[src/rtl/cpu_defs.sv]
// Shared exception definitions: CP0 exception codes, the exception vector,
// the exception-unit state encoding and the record captured for one event.
package cpu_defs;

  localparam logic [4:0] EXC_INT  = 5'h00;
  localparam logic [4:0] EXC_ADEL = 5'h04;
  localparam logic [4:0] EXC_ADES = 5'h05;
  localparam logic [4:0] EXC_SYS  = 5'h08;
  localparam logic [4:0] EXC_BP   = 5'h09;
  localparam logic [4:0] EXC_RI   = 5'h0A;
  localparam logic [4:0] EXC_OV   = 5'h0C;

  localparam logic [31:0] EXC_VECTOR = 32'hBFC0_0380;

  // Bit positions inside m_exc_flags = {adel_if, ri, ov, sys, bp, adel_ld, ades}
  localparam int FLAG_ADEL_IF = 6;
  localparam int FLAG_RI      = 5;
  localparam int FLAG_OV      = 4;
  localparam int FLAG_SYS     = 3;
  localparam int FLAG_BP      = 2;
  localparam int FLAG_ADEL_LD = 1;
  localparam int FLAG_ADES    = 0;

  typedef enum logic [1:0] {
    EXC_IDLE     = 2'd0,
    EXC_HOLD     = 2'd1,
    EXC_REDIRECT = 2'd2
  } exc_state_e;

  typedef struct packed {
    logic        is_exc;
    logic        is_eret;
    logic [4:0]  code;
    logic [31:0] epc;
    logic        bd;
    logic        bv_wen;
    logic [31:0] bv_data;
    logic [31:0] target;
  } exc_rec_t;

  function automatic logic needs_badvaddr(input logic [4:0] code);
    return (code == EXC_ADEL) || (code == EXC_ADES);
  endfunction

endpackage

[src/rtl/exc_prio.sv]
// Combinational exception priority encoder: picks the single winning cause
// among the pending interrupt and the memory-stage fault flags.
module exc_prio
  import cpu_defs::*;
(
  input  logic [6:0] i_flags,
  input  logic       i_int,
  output logic [4:0] o_code,
  output logic       o_hit
);

  always_comb begin
    o_hit  = 1'b1;
    o_code = EXC_INT;
    if (i_int) begin
      o_code = EXC_INT;
    end else if (i_flags[FLAG_ADEL_IF]) begin
      o_code = EXC_ADEL;
    end else if (i_flags[FLAG_RI]) begin
      o_code = EXC_RI;
    end else if (i_flags[FLAG_OV]) begin
      o_code = EXC_OV;
    end else if (i_flags[FLAG_SYS]) begin
      o_code = EXC_SYS;
    end else if (i_flags[FLAG_BP]) begin
      o_code = EXC_BP;
    end else if (i_flags[FLAG_ADEL_LD]) begin
      o_code = EXC_ADEL;
    end else if (i_flags[FLAG_ADES]) begin
      o_code = EXC_ADES;
    end else begin
      o_hit  = 1'b0;
      o_code = EXC_INT;
    end
  end

endmodule

[src/rtl/exc_unit.sv]
// Memory-stage exception/ERET commit unit: commits one event to CP0, flushes
// younger stages and holds a fetch redirect until fetch accepts it.
module exc_unit
  import cpu_defs::*;
(
  input  logic        clk,
  input  logic        rst,
  input  logic        m_valid,
  input  logic        m_stall,
  input  logic [31:0] m_pc,
  input  logic        m_in_ds,
  input  logic [6:0]  m_exc_flags,
  input  logic [31:0] m_badvaddr,
  input  logic        m_eret,
  input  logic [31:0] status,
  input  logic [31:0] cause,
  input  logic [31:0] epc,
  output logic        is_valid_exc,
  output logic [31:0] epc_wdata,
  output logic        cause_bd_wdata,
  output logic [4:0]  cause_exccode_wdata,
  output logic        badvaddr_wen,
  output logic [31:0] badvaddr_wdata,
  output logic        eret_commit,
  output logic        flush,
  output logic        redirect_valid,
  output logic [31:0] redirect_pc,
  input  logic        redirect_ready
);

  exc_state_e  r_state;
  exc_state_e  w_next_state;
  logic        r_int_pending;
  exc_rec_t    r_held;
  exc_rec_t    w_now;
  exc_rec_t    w_src;
  logic        w_commit;
  logic        w_prio_hit;
  logic [4:0]  w_prio_code;
  logic        w_is_exc;
  logic        w_event;
  logic [31:0] w_epc_calc;
  logic        w_unused;

  // CP0 register bits outside IE/EXL/IM/IP are not consumed here
  assign w_unused = ^{status[31:16], status[7:2], cause[31:16], cause[7:0]};

  exc_prio u_exc_prio (
    .i_flags (m_exc_flags),
    .i_int   (r_int_pending),
    .o_code  (w_prio_code),
    .o_hit   (w_prio_hit)
  );

  assign w_is_exc   = m_valid & w_prio_hit;
  assign w_event    = m_valid & (w_prio_hit | m_eret);
  assign w_epc_calc = m_in_ds ? (m_pc - 32'd4) : m_pc;

  always_comb begin
    w_now         = '0;
    w_now.is_exc  = w_is_exc;
    w_now.is_eret = m_valid & m_eret & ~w_prio_hit;
    if (w_is_exc) begin
      w_now.code   = w_prio_code;
      w_now.epc    = w_epc_calc;
      w_now.bd     = m_in_ds;
      w_now.bv_wen = needs_badvaddr(w_prio_code);
    end
    // Fetch faults report the instruction's own PC as the bad address
    if (w_now.bv_wen) begin
      w_now.bv_data = (m_exc_flags[FLAG_ADEL_IF] & ~r_int_pending) ? m_pc : m_badvaddr;
    end
    w_now.target = w_is_exc ? EXC_VECTOR : epc;
  end

  always_ff @(posedge clk) begin
    if (rst) begin
      r_state       <= EXC_IDLE;
      r_int_pending <= 1'b0;
      r_held        <= '0;
    end else begin
      r_state       <= w_next_state;
      r_int_pending <= status[0] & ~status[1] & (|(cause[15:8] & status[15:8]));
      if ((r_state == EXC_IDLE) && w_event) begin
        r_held <= w_now;
      end
    end
  end

  always_comb begin
    w_next_state        = r_state;
    w_commit            = 1'b0;
    w_src               = w_now;
    is_valid_exc        = 1'b0;
    eret_commit         = 1'b0;
    epc_wdata           = '0;
    cause_bd_wdata      = 1'b0;
    cause_exccode_wdata = '0;
    badvaddr_wen        = 1'b0;
    badvaddr_wdata      = '0;
    flush               = 1'b0;
    redirect_valid      = 1'b0;
    redirect_pc         = '0;
    if (!rst) begin
      case (r_state)
        EXC_IDLE: begin
          if (w_event) begin
            if (m_stall) begin
              w_next_state = EXC_HOLD;
            end else begin
              w_commit     = 1'b1;
              w_src        = w_now;
              w_next_state = EXC_REDIRECT;
            end
          end
        end
        EXC_HOLD: begin
          if (!m_stall) begin
            w_commit     = 1'b1;
            w_src        = r_held;
            w_next_state = EXC_REDIRECT;
          end
        end
        EXC_REDIRECT: begin
          redirect_valid = 1'b1;
          redirect_pc    = r_held.target;
          flush          = 1'b1;
          if (redirect_ready) begin
            w_next_state = EXC_IDLE;
          end
        end
        default: w_next_state = EXC_IDLE;
      endcase
      if (w_commit) begin
        is_valid_exc        = w_src.is_exc;
        eret_commit         = w_src.is_eret;
        epc_wdata           = w_src.epc;
        cause_bd_wdata      = w_src.bd;
        cause_exccode_wdata = w_src.code;
        badvaddr_wen        = w_src.bv_wen;
        badvaddr_wdata      = w_src.bv_data;
        flush               = 1'b1;
      end
    end
  end

endmodule

[config.mk]
export PLATFORM = sky130hd
export DESIGN_NAME = exc_unit
export DESIGN_NICKNAME = d
export VERILOG_FILES = /design/src/rtl/cpu_defs.sv /design/src/rtl/exc_prio.sv /design/src/rtl/exc_unit.sv
export SDC_FILE = /design/constraint.sdc
export NUM_CORES = 1
export LEC_CHECK = 0
export CELL_PAD_IN_SITES_DETAIL_PLACEMENT = 1
export CELL_PAD_IN_SITES_GLOBAL_PLACEMENT = 1
export CORE_MARGIN = 2
export CORE_UTILIZATION = 29
export CTS_CLUSTER_DIAMETER = 200
export DETAILED_ROUTE_END_ITERATION = 8
export PLACE_DENSITY = 0.88
export SETUP_SLACK_MARGIN = 0.15
export SYNTH_ARGS = -nofsm -noshare
export SYNTH_HDL_FRONTEND = slang
export SYNTH_SLANG_ARGS = --single-unit
[constraint.sdc]
create_clock -name clk -period 4.2 [get_ports clk]
set_clock_uncertainty 0.15 [all_clocks]
set_input_delay 1.26 -clock clk [delete_from_list [all_inputs] [get_ports clk]]
set_output_delay 1.26 -clock clk [all_outputs]
set_load 0.01 [all_outputs]
==> results of run 1 <==
==> final cells by class <==
class,count,area share (%)
clock buffer,11,2.054
clock inverter,5,0.5188
inverter,6,0.2118
multi-input combinational,635,39.86
sequential,107,18.13
tap,275,2.912
timing repair buffer,429,36.32
==> Yosys cell counts (4+ instances only) <==
library cell  instances
nand2b_1             33
xnor2_1              15
a22o_1               33
or3_1                 6
o21ai_1              12
nand2_1             117
and3_1               34
nand4_1               6
a21oi_1              42
o21ai_0              64
nor2_1               90
nand3_1              29
a22oi_1              52
nor3_1               36
dfxtp_1             107
xor2_1               12
and2_1                4
buf_2                13
inv_1                 6
clkbuf_1             53
==> logic make-up (layout without fill, tap and decap cells) <==
kind of cell / Yosys count / in the layout / share of synthesized area, %
and+or+nand+nor: 388 / 388 / 32.48
AOI/OAI and AO/OA: 218 / 218 / 23.01
DFF: 107 / 107 / 35.17
buffers and inverters: 76 / 451 / 5.197
xor gates and xnor gates: 27 / 27 / 3.883
adders and majority gates: 1 / 1 / 0.2054
other: 1 / 1 / 0.06157
==> worst max-delay path, delay by kind of cell <==
family / cells / cell delay (ns)
simple gates: 3 / 0.68
buf+inv: 4 / 0.56
compound gates: 1 / 0.22
xor+xnor: 1 / 0.18
fa+ha+maj: 1 / 0.13
==> flip-flops by register name, indices dropped and copies added, names as in the netlist <==
| signal | cells |
|---|---|
| r_held | 104 |
| r_int_pending | 1 |
| r_state | 2 |
==> where the power goes <==
| part | internal, mW | total, mW | switching, mW |
|---|---|---|---|
| Sequential | 1.07 | 1.11 | 0.0383 |
| Combinational | 0.384 | 0.807 | 0.423 |
| Clock | 0.482 | 0.908 | 0.426 |
| Total | 1.93 | 2.82 | 0.887 |
==> layer usage <==
metal / routed length (µm) / share of wire [%] / GRT usage, % / vias to the layer above
li1: - / - / - / 3624
met1: 14120 / 39 / 32.88 / 4199
met2: 17810 / 49 / 46.54 / 499
met3: 2320 / 6.4 / 4.128 / 150
met4: 1967 / 5.4 / 12.48 / 0
met5: 0 / 0 / 0 / -
==> repair_timing <==
item	CTS	global route
setup endpoints to repair	73	102
pin swaps	92	61
hold buffers	0	0
gates cloned	6	1
gates resized for setup	662	125
buffers inserted	41	24
hold endpoints to repair	0	0
==> worst paths after layout <==
kind / slack (ns) / endpoint / depth (start not counted)
worst max-delay path: -0.26 / epc_wdata[30] / 10
worst min-delay path: 0.30 / r_held[13] / 2
worst max register to register: 1.37 / r_held[96] / 8
worst min register to register: 0.30 / r_held[13] / 2
==> run_results.csv, run 1 <==
group,metric,value,unit
flow_run,maxCapViolations,0,
global_routing,grt_pass1_vias,8379,
worst_setup_path,cp_slowest_cell,"nor4bb_4",
floorplan,fp.dieArea,22180,µm²
detailed_routing,wirelength,36220,µm
logic_synthesis,yosys_register_bits,107,
worst_setup_path,crit_start,"m_pc[2]",
detailed_routing,drtIter0Drc,690,
timing,max_slew.worst_pin.slew,0.9432,ns
timing,finalHoldViolCount,0,
global_routing,grt_first_pass_wirelength,46840,µm
detailed_routing,wl_per_cell,24.67,µm
worst_setup_path,max_stage_delay,0.33,ns
layout,area.sequential,2142,µm²
logic_synthesis,yosysTopAreaCell,"dfxtp_1",
timing,rsz0062_at_grt,"true",
floorplan,fp.dieW,148.9,µm
clocking,clock_latency,0.37,ns
clocking,clockRootBuffer,"clkbuf_16",
logic_synthesis,synth_edf_count,0,
status,violations,"setup timing",
power_and_ir_drop,power_density,238.8,nW/µm²
placed_design,placed_cell_area,9644,µm²
logic_synthesis,ys_seq_area_share,35.17,%
logic_synthesis,yosysUniqueCellTypes,56,
clocking,clk_pin_slew,0.07,ns
min_path,min-delay-start,"r_held[13]",
placed_design,hpwl,19230,µm
global_routing,grt_overflow,0,
logic_synthesis,synth.area.top_cells,"dfxtp_1 (35%), nand2_1 (7.2%), a22oi_1 (6.4%)",
timing,slew_headroom,36.97,%
placed_design,port_buffers,233,
floorplan,rows,53,
timing,setup_tns,-7.195,ns
min_path,hp-class,"register to register",
placed_design,placed_cells,1380,
logic_synthesis,synth_warnings,0,
worst_setup_path,critPathKind,"primary input to primary output",
layout,final_core_util,56.75,%
timing,fin_ws,-0.2552,ns
layout,n_antenna_cell,0,
layout,stdcell_count,1468,
layout,final_nets,1363,
clocking,htreeDepth,3,
timing,period_minus_slack,4.455,ns
global_routing,antenna_found_initial,0,
timing,finalMaxSlewViolations,0,
logic_synthesis,netlist_instances,818,
logic_synthesis,syn-cell-area,6091,µm²
floorplan,die_h,148.9,µm
worst_setup_path,cp.required,2.79,ns
floorplan,ioPinCount,281,
timing,fin_hold_ws,0.3016,ns
logic_synthesis,postSynthNetCount,993,
global_routing,grt_usage,26.92,%
global_routing,grt_max_degree,57,
clocking,clockBufferDepth,2,
detailed_routing,routed_via_density,5.771,
detailed_routing,final_antenna_net_count,0,
worst_setup_path,start_kind,"primary input",
layout,fin_area,11820,µm²
layout,area_delta_synth_final,94.00,%
logic_synthesis,synth_top_area_share,35.17,%
worst_setup_path,crit_fanout,6,
worst_setup_path,timing.rr.start,"r_int_pending",
detailed_routing,vias,8472,
logic_synthesis,ys_async_sr_fraction,0,%
placed_design,place.gp.congestion,0.8688,
timing,setup_violations,66,
worst_setup_path,arrival,3.05,ns
worst_setup_path,crit_chain,"buf_6 > inv_2 > ha_4 > nor4bb_4 > nand3_4 > buf_8 > nand3b_1 > xor2_1 > o21ai_1 > buf_2",
layout,num-fill-cells,2366,
detailed_routing,drc,0,
detailed_routing,first_pass_iters,5,
power_and_ir_drop,power_leakage,4.767,nW
worst_setup_path,endpoint_kind,"primary output",
clocking,cts_buffers,9,
logic_synthesis,synth_area_per_cell,7.446,µm²
clocking,cts_tree,"built",
floorplan,coreArea,20820,µm²
placed_design,post-place-ws,-1.016,ns
timing,fmax,224.5,MHz
layout,mostFrequentLayoutCell,"buf_4",
status,run_status,"finished with violations",
logic_synthesis,synthFlopType,"dfxtp_1",
power_and_ir_drop,total_power,2.821,mW
floorplan,start_util,29.25,%
timing,min_period_over_period,106.1,%
layout,multi_input_area,4710,µm²
power_and_ir_drop,ir_drop,0.1658,mV
clocking,clock_sinks,107,
layout,most-common-layout-cells,"buf_4 (135), clkdlybuf4s50_1 (122), nand2_1 (113)",
layout,drive_above_1_share,39.73,%
No activity file was read; power rests on OpenSTA's default activity.
==> run 2, diff against run 1 <==
--- a/config.mk
+++ b/config.mk
@@ -11,6 +11,7 @@
 export CORE_UTILIZATION = 29
 export CTS_CLUSTER_DIAMETER = 200
 export DETAILED_ROUTE_END_ITERATION = 8
+export GPL_TIMING_DRIVEN = 1
 export PLACE_DENSITY = 0.88
 export SETUP_SLACK_MARGIN = 0.15
 export SYNTH_ARGS = -nofsm -noshare
==> results of run 2 <==
The final DEF is identical to that of run 1; final timing and power are the same.
